**src/rtl/tile_match_engine_if.sv**
```systemverilog
// Board RAM port pair: the engine drives addresses and write strobes, the RAM returns read data.
interface tile_match_engine_if #(
  parameter int AW     = 4,
  parameter int DATA_W = 8
);
  logic [AW-1:0]     addrA, addrB;
  logic              weA, weB;
  logic [DATA_W-1:0] writeA, writeB, readA, readB;

  modport master (output addrA, addrB, weA, weB, writeA, writeB, input readA, readB);
  modport slave  (input addrA, addrB, weA, weB, writeA, writeB, output readA, readB);
endinterface

```
**src/rtl/tile_match_engine.sv**
```systemverilog
// In-game controller for the tile-matching game: cursor moves, picks, reveal delay and pair resolve.
// RAM ops wait RD_LAT cycles after the address; write strobes are gated by quit in the write cycle.
module tile_match_engine #(
  parameter int ROWS          = 4,
  parameter int COLS          = 4,
  parameter int DATA_W        = 8,
  parameter int RD_LAT        = 2,
  parameter int REVEAL_CYCLES = 100000000,
  parameter int SCORE_W       = 8,
  parameter int WRAP          = 1,
  localparam int N            = ROWS * COLS,
  localparam int AW           = $clog2(N),
  localparam int PAIRS        = N / 2
) (
  input  logic               clk,
  input  logic               reset,
  input  logic               inGameOn,
  input  logic               userquit,
  input  logic               arrowUp,
  input  logic               arrowDown,
  input  logic               arrowL,
  input  logic               arrowR,
  input  logic               select,
  tile_match_engine_if.master ram,
  output logic [SCORE_W-1:0] score,
  output logic [AW-1:0]      matched,
  output logic               gameOver,
  output logic               busy,
  output logic [3:0]         state
);
  localparam int CW = $clog2(REVEAL_CYCLES + RD_LAT + 1);

  typedef enum logic [3:0] {
    IDLE = 4'd0, SELECT = 4'd1, MOVE_RD = 4'd2, MOVE_WR = 4'd3, PICK_RD = 4'd4,
    PICK_WR = 4'd5, REVEAL = 4'd6, RESOLVE = 4'd7, DONE = 4'd8
  } state_t;

  state_t            st;
  logic [AW-1:0]     cursor, addr_a, addr_b, loc1, loc2, mv_dst;
  logic [DATA_W-3:0] id1, id2;
  logic              first, quit, ids_eq, mv_go, we_a, we_b;
  logic [CW-1:0]     cnt;
  logic [4:0]        btn, btn_q, pulse;
  logic [DATA_W-1:0] wr_a, wr_b;
  int                cur_i, cur_row, cur_col;

  assign btn      = {select, arrowUp, arrowDown, arrowL, arrowR};
  assign pulse    = btn & ~btn_q;
  assign quit     = userquit | ~inGameOn;
  assign ids_eq   = (id1 == id2);
  assign state    = st;
  assign gameOver = (st == DONE);
  assign busy     = !((st == IDLE) || (st == SELECT) || (st == DONE));

  assign ram.addrA  = addr_a;
  assign ram.addrB  = addr_b;
  assign ram.weA    = we_a;
  assign ram.weB    = we_b;
  assign ram.writeA = wr_a;
  assign ram.writeB = wr_b;

  // Destination of an arrow press; mv_go stays low when the cursor is clamped at an edge.
  always_comb begin
    mv_go   = 1'b0;
    mv_dst  = cursor;
    cur_i   = int'(cursor);
    cur_row = cur_i / COLS;
    cur_col = cur_i % COLS;
    if (pulse[3]) begin
      if (cur_row != 0) begin mv_go = 1'b1; mv_dst = AW'(cur_i - COLS); end
      else if (WRAP != 0) begin mv_go = 1'b1; mv_dst = AW'((ROWS - 1) * COLS + cur_col); end
    end else if (pulse[2]) begin
      if (cur_row != ROWS - 1) begin mv_go = 1'b1; mv_dst = AW'(cur_i + COLS); end
      else if (WRAP != 0) begin mv_go = 1'b1; mv_dst = AW'(cur_col); end
    end else if (pulse[1]) begin
      if (cur_col != 0) begin mv_go = 1'b1; mv_dst = AW'(cur_i - 1); end
      else if (WRAP != 0) begin mv_go = 1'b1; mv_dst = AW'(cur_i + COLS - 1); end
    end else if (pulse[0]) begin
      if (cur_col != COLS - 1) begin mv_go = 1'b1; mv_dst = AW'(cur_i + 1); end
      else if (WRAP != 0) begin mv_go = 1'b1; mv_dst = AW'(cur_i - (COLS - 1)); end
    end
  end

  // Write data depends on the read data arriving in the write cycle itself.
  always_comb begin
    we_a = 1'b0;
    we_b = 1'b0;
    wr_a = '0;
    wr_b = '0;
    case (st)
      MOVE_WR: begin
        wr_a = ram.readA & ~DATA_W'(1);
        wr_b = ram.readB | DATA_W'(1);
        we_a = ~quit;
        we_b = ~quit;
      end
      PICK_WR: begin
        wr_a = ram.readA | DATA_W'(2);
        we_a = ~quit & ~ram.readA[1];
      end
      RESOLVE: begin
        wr_a = {id1, 1'b0, (loc1 == cursor)};
        wr_b = {id2, 1'b0, (loc2 == cursor)};
        we_a = ~quit & ~ids_eq;
        we_b = ~quit & ~ids_eq;
      end
      default: begin end
    endcase
  end

  always_ff @(posedge clk or posedge reset) begin
    if (reset) begin
      st      <= IDLE;
      cursor  <= '0;
      addr_a  <= '0;
      addr_b  <= '0;
      loc1    <= '0;
      loc2    <= '0;
      id1     <= '0;
      id2     <= '0;
      first   <= 1'b0;
      cnt     <= '0;
      btn_q   <= '0;
      score   <= '0;
      matched <= '0;
    end else begin
      btn_q <= btn;
      case (st)
        IDLE: begin
          cursor  <= '0;
          score   <= '0;
          matched <= '0;
          first   <= 1'b0;
          if (!quit) st <= SELECT;
        end
        SELECT: begin
          if (pulse[4]) begin
            addr_a <= cursor;
            cnt    <= CW'(RD_LAT - 1);
            st     <= PICK_RD;
          end else if (mv_go) begin
            addr_a <= cursor;
            addr_b <= mv_dst;
            cnt    <= CW'(RD_LAT - 1);
            st     <= MOVE_RD;
          end
        end
        MOVE_RD: if (cnt == '0) st <= MOVE_WR; else cnt <= cnt - CW'(1);
        MOVE_WR: begin
          cursor <= addr_b;
          st     <= SELECT;
        end
        PICK_RD: if (cnt == '0) st <= PICK_WR; else cnt <= cnt - CW'(1);
        PICK_WR: begin
          if (ram.readA[1]) begin
            st <= SELECT;
          end else if (!first) begin
            id1   <= ram.readA[DATA_W-1:2];
            loc1  <= addr_a;
            first <= 1'b1;
            st    <= SELECT;
          end else begin
            id2  <= ram.readA[DATA_W-1:2];
            loc2 <= addr_a;
            cnt  <= CW'(REVEAL_CYCLES - 1);
            st   <= REVEAL;
          end
        end
        REVEAL: begin
          if (cnt == '0) begin
            addr_a <= loc1;
            addr_b <= loc2;
            st     <= RESOLVE;
          end else begin
            cnt <= cnt - CW'(1);
          end
        end
        RESOLVE: begin
          if (score != '1) score <= score + SCORE_W'(1);
          first <= 1'b0;
          if (ids_eq) begin
            matched <= matched + AW'(1);
            st      <= (matched == AW'(PAIRS - 1)) ? DONE : SELECT;
          end else begin
            st <= SELECT;
          end
        end
        DONE:    if (quit) st <= IDLE;
        default: st <= IDLE;
      endcase
      // Abort wins over whatever the case above scheduled; IDLE then clears the game state.
      if (quit && (st != DONE)) st <= IDLE;
    end
  end
endmodule

```
**src/flat_wrapper.sv**
```systemverilog
// flat-port wrapper written by rule: the top's interface ports become plain ports
module tile_match_engine_flat 
#(
  parameter int ROWS          = 4,
  parameter int COLS          = 4,
  parameter int DATA_W        = 8,
  parameter int RD_LAT        = 2,
  parameter int REVEAL_CYCLES = 100000000,
  parameter int SCORE_W       = 8,
  parameter int WRAP          = 1,
  localparam int N            = ROWS * COLS,
  localparam int AW           = $clog2(N),
  localparam int PAIRS        = N / 2
)
  (clk, reset, inGameOn, userquit, arrowUp, arrowDown, arrowL, arrowR, select, score, matched, gameOver, busy, state, ram_addrA, ram_addrB, ram_weA, ram_weB, ram_writeA, ram_writeB, ram_readA, ram_readB);
  tile_match_engine_if #(.AW(4), .DATA_W(DATA_W)) ram_i ();
  input  logic clk;
  input  logic reset;
  input  logic inGameOn;
  input  logic userquit;
  input  logic arrowUp;
  input  logic arrowDown;
  input  logic arrowL;
  input  logic arrowR;
  input  logic select;
  output logic [SCORE_W-1:0] score;
  output logic [AW-1:0] matched;
  output logic gameOver;
  output logic busy;
  output logic [3:0] state;
  output wire logic [$bits(ram_i.addrA)-1:0] ram_addrA;
  output wire logic [$bits(ram_i.addrB)-1:0] ram_addrB;
  output wire logic [$bits(ram_i.weA)-1:0] ram_weA;
  output wire logic [$bits(ram_i.weB)-1:0] ram_weB;
  output wire logic [$bits(ram_i.writeA)-1:0] ram_writeA;
  output wire logic [$bits(ram_i.writeB)-1:0] ram_writeB;
  input wire logic [$bits(ram_i.readA)-1:0] ram_readA;
  input wire logic [$bits(ram_i.readB)-1:0] ram_readB;
  assign ram_addrA = ram_i.addrA;
  assign ram_addrB = ram_i.addrB;
  assign ram_weA = ram_i.weA;
  assign ram_weB = ram_i.weB;
  assign ram_writeA = ram_i.writeA;
  assign ram_writeB = ram_i.writeB;
  assign ram_i.readA = ram_readA;
  assign ram_i.readB = ram_readB;
  tile_match_engine #(.ROWS(ROWS), .COLS(COLS), .DATA_W(DATA_W), .RD_LAT(RD_LAT), .REVEAL_CYCLES(REVEAL_CYCLES), .SCORE_W(SCORE_W), .WRAP(WRAP)) u_core (.clk(clk), .reset(reset), .inGameOn(inGameOn), .userquit(userquit), .arrowUp(arrowUp), .arrowDown(arrowDown), .arrowL(arrowL), .arrowR(arrowR), .select(select), .ram(ram_i), .score(score), .matched(matched), .gameOver(gameOver), .busy(busy), .state(state));
endmodule
```
**config.mk**
```make
export PLATFORM = sky130hd
export DESIGN_NAME = tile_match_engine_flat
export DESIGN_NICKNAME = d
export VERILOG_FILES = /design/src/rtl/tile_match_engine_if.sv /design/src/rtl/tile_match_engine.sv /design/src/flat_wrapper.sv
export SDC_FILE = /design/constraint.sdc
export NUM_CORES = 1
export LEC_CHECK = 0
export ABC_AREA = 0
export CORE_UTILIZATION = 35
export CTS_BUF_LIST = sky130_fd_sc_hd__clkbuf_8
export CTS_CLUSTER_DIAMETER = 50
export DETAILED_ROUTE_END_ITERATION = 8
export PLACE_DENSITY = 0.62
export SYNTH_ARGS = -nofsm -noshare
export SYNTH_HDL_FRONTEND = slang
export SYNTH_SLANG_ARGS = --single-unit
```
**constraint.sdc**
```tcl
create_clock -name clk -period 4.6 [get_ports clk]
set_input_delay 0.92 -clock clk [delete_from_list [all_inputs] [get_ports clk]]
set_output_delay 0.92 -clock clk [all_outputs]
set_load 0.02 [all_outputs]
```
==> results.yml <==
routing:
  via_per_inst: 5.49
  drt.antenna.violating_nets: 0
  wl_mm: 12.0
  wire_per_inst_um: 16.2
  drc: 0
  via_count: 4082
  drtIter0Drc: 166
  drt_first_pass_iters: 5
run:
  maxCapViolCount: 0
cells_and_area:
  diodes: 0
  layout-drive-gt1-share_pct: 10.1
  finalNonFillerCells: 744
  area_growth_pct: 23.0
  nets: 600
clock_tree:
  cts_tree: "yes"
  root_buffer: "clkbuf_8"
  cts_hold_buf: 0
  htreeDepth: 3
  post-cts-setup-buffers: 0
  cts_sinks: 81
  cts_buffers: 9
  clk_pin_slew_ns: 0.08
  cts_max_path_buffers: 2
  cts.repair.resized: 0
  clk_latency_ns: 0.36
synth:
  synth_edf_count: 0
  syn_inst: 502
  synth-seq-cells: 81
  syn_nets: 535
  yosys_warnings: 0
  syn_area_mm2: 0.00466
  syn_area_per_cell_um2: 9.29
  synth_ff_type: "dfrtp_1"
  synth_commonest_cells: "81 x dfrtp_1, 46 x nor2_1, 40 x nand2_1, 31 x a21oi_1, 30 x o21ai_1"
  seq_area_frac_synth_pct: 43.5
  synth_area_leaders: "dfrtp_1 43%, mux2_2 4.8%, nor2_1 3.7%"
  synth_top_area_share_pct: 43.5
  yosysTopAreaCell: "dfrtp_1"
  yosysMostFrequentCell: "dfrtp_1"
  synth_cell_types: 59
  synthArstFlopShare_pct: 100
placement:
  dp.cells: 728
  gp_congestion: 0.863
  io_buffers: 67
  dpl.hpwl_mm: 8.51
  place_ws_ns: 0.794
timing:
  timing.hold.ws_ns: 0.489
  rsz0062_at_grt: "no"
  max_freq_ghz: 0.259
  fin_ws_ns: 0.745
  post-route-period-util_pct: 83.8
  slew_headroom_pct: 39.1
  fin_tns_setup_ns: 0
  final.setup_skew_ns: 0.00640
  hold_violations: 0
  fin_crit_ns: 3.85
  setup_violations: 0
  slew_violations: 0
  max_slew.worst_pin.slew_ns: 0.907
min_path:
  min-delay-start: "u_core.cnt[0]"
  hold_class: "flip-flop to flip-flop"
floorplan:
  die_x_um: 117
  die_y_um: 117
  dieArea_mm2: 0.0138
  io_pins: 69
  rows: 41
  core_mm2: 0.0128
  start_util_pct: 36.4
power:
  net-switching-power_mw: 0.698
  p_leak_nw: 2.39
  combPwrFrac_pct: 27.9
  clkPwrFrac_pct: 28.8
  p_total_mw: 2.01
  share_seq_of_total_power_pct: 43.3
  swShare_pct: 34.7
  p_int_mw: 1.31
  p_per_area_mw_per_mm2: 350
  ir_drop_v: 0.000181
global_routing:
  grt-ovfl-total: 0
  grt_pass1_wl_mm: 19.8
  grt_pass1_vias: 3879
  track_usage_pct: 17.9
  grt_max_degree: 47
  antenna_found_initial: 0
critical_path:
  r2r_start: "u_core.cnt[15]"
  cp.arrival_ns: 2.93
  setup.worst_path.end_class: "output port"
  crit_start: "userquit"
  required_ns: 3.68
  worst_setup_path_start_kind: "input port"
  worst-path-max-fanout: 4
  crit_type: "input port to output port"
  ff2ff_setup_slack_ns: 1.76
run_status:
  status: "completed"
power by group through the flow:
stage,Clock (mW),Combinational (mW),Sequential (mW)
3_5_place_dp,0,0.562,0.883
2_1_floorplan,0,0.396,0.876
4_1_cts,0.593,0.563,0.870
6_report,0.579,0.561,0.870
3_3_place_gp,0,0.547,0.879
5_1_grt,0.623,0.627,0.884
flip-flops by register name (all words and copies together) (netlist names):
name	flops
u_core.id1	6
u_core.cnt	27
u_core.first	1
u_core.loc1	4
u_core.btn_q	5
u_core.ram.addrB	4
u_core.matched	4
u_core.cursor	4
u_core.ram.addrA	4
u_core.score	8
u_core.loc2	4
u_core.state	4
u_core.id2	6
per-stage QoR:
| step | util [%] | cell area (µm²) |
|---|---|---|
| after CTS | 44.7 | 5740 |
| after floorplan | - | 4660 |
| final | 44.7 | 5740 |
| after detailed placement | 43.0 | 5520 |
| after global routing | 44.7 | 5740 |
| after global placement | 43.0 | 5520 |
cell families (layout without fill, tap and decap cells):
| kind of cell | count (synthesis) | count (layout) | synth area share [%] |
|---|---|---|---|
| xor+xnor | 24 | 24 | 4.51 |
| simple gates | 183 | 183 | 20.4 |
| buf+inv | 38 | 108 | 3.51 |
| compound gates | 140 | 140 | 19.2 |
| mux | 28 | 28 | 6.68 |
| fa+ha+maj | 8 | 8 | 2.15 |
| flops | 81 | 81 | 43.5 |
final cells by class:
class | instances | area, µm²
fillers | 1276 | 7090
well taps | 172 | 215
repair buffers | 76 | 738
inverters | 16 | 61.3
clock buffers | 9 | 124
multi-input cells | 383 | 2480
clock inverters | 7 | 95.1
flip-flops and latches | 81 | 2030
metal layers:
| layer | routed length [µm] | vias up | global-route usage [%] | share of wire (%) |
|---|---|---|---|---|
| met5 | 0 | - | 0 | 0 |
| met4 | 140 | 0 | 6.74 | 1.2 |
| met3 | 512 | 9 | 2.38 | 4.3 |
| met2 | 5910 | 109 | 29.4 | 49 |
| met1 | 5470 | 2010 | 23.9 | 45 |
| li1 | - | 1954 | - | - |
worst max-delay path, stage by stage:
cell and delay (ns):
clkdlybuf4s50_1 0.41, nand2b_1 0.24, a2111oi_0 0.63, clkdlybuf4s50_1 0.74
layout by cell type (no fill, tap or decap), types with 6 or more instances in the layout:
| cell | synthesis | layout |
|---|---|---|
| or3_1 | 10 | 10 |
| nand3_1 | 18 | 18 |
| a21boi_1 | 8 | 8 |
| a22o_1 | 16 | 16 |
| xnor2_1 | 13 | 13 |
| mux2_2 | 20 | 20 |
| nand2b_1 | 9 | 9 |
| buf_4 | 0 | 9 |
| dfrtp_1 | 81 | 81 |
| a21oi_1 | 31 | 31 |
| nand4_1 | 9 | 9 |
| o21ai_0 | 18 | 17 |
| a31oi_1 | 6 | 6 |
| inv_1 | 16 | 15 |
| clkbuf_8 | 0 | 9 |
| ha_1 | 8 | 8 |
| xor2_1 | 11 | 11 |
| o21ai_1 | 30 | 31 |
| nor3_1 | 19 | 18 |
| nand2_1 | 40 | 40 |
| clkdlybuf4s50_1 | 0 | 67 |
| nor2_1 | 46 | 46 |
worst paths after layout:
kind                                    to  cells past startpoint
max in group asynchronous   u_core.loc1[0]                      3
min in group asynchronous  u_core.score[4]                      2
min reg2reg                  u_core.cnt[0]                      1
max                                ram_weB                      4
max reg2reg                  u_core.cnt[5]                      7
min                          u_core.cnt[0]                      1
Note: power is estimated with default switching activity, not from simulation.
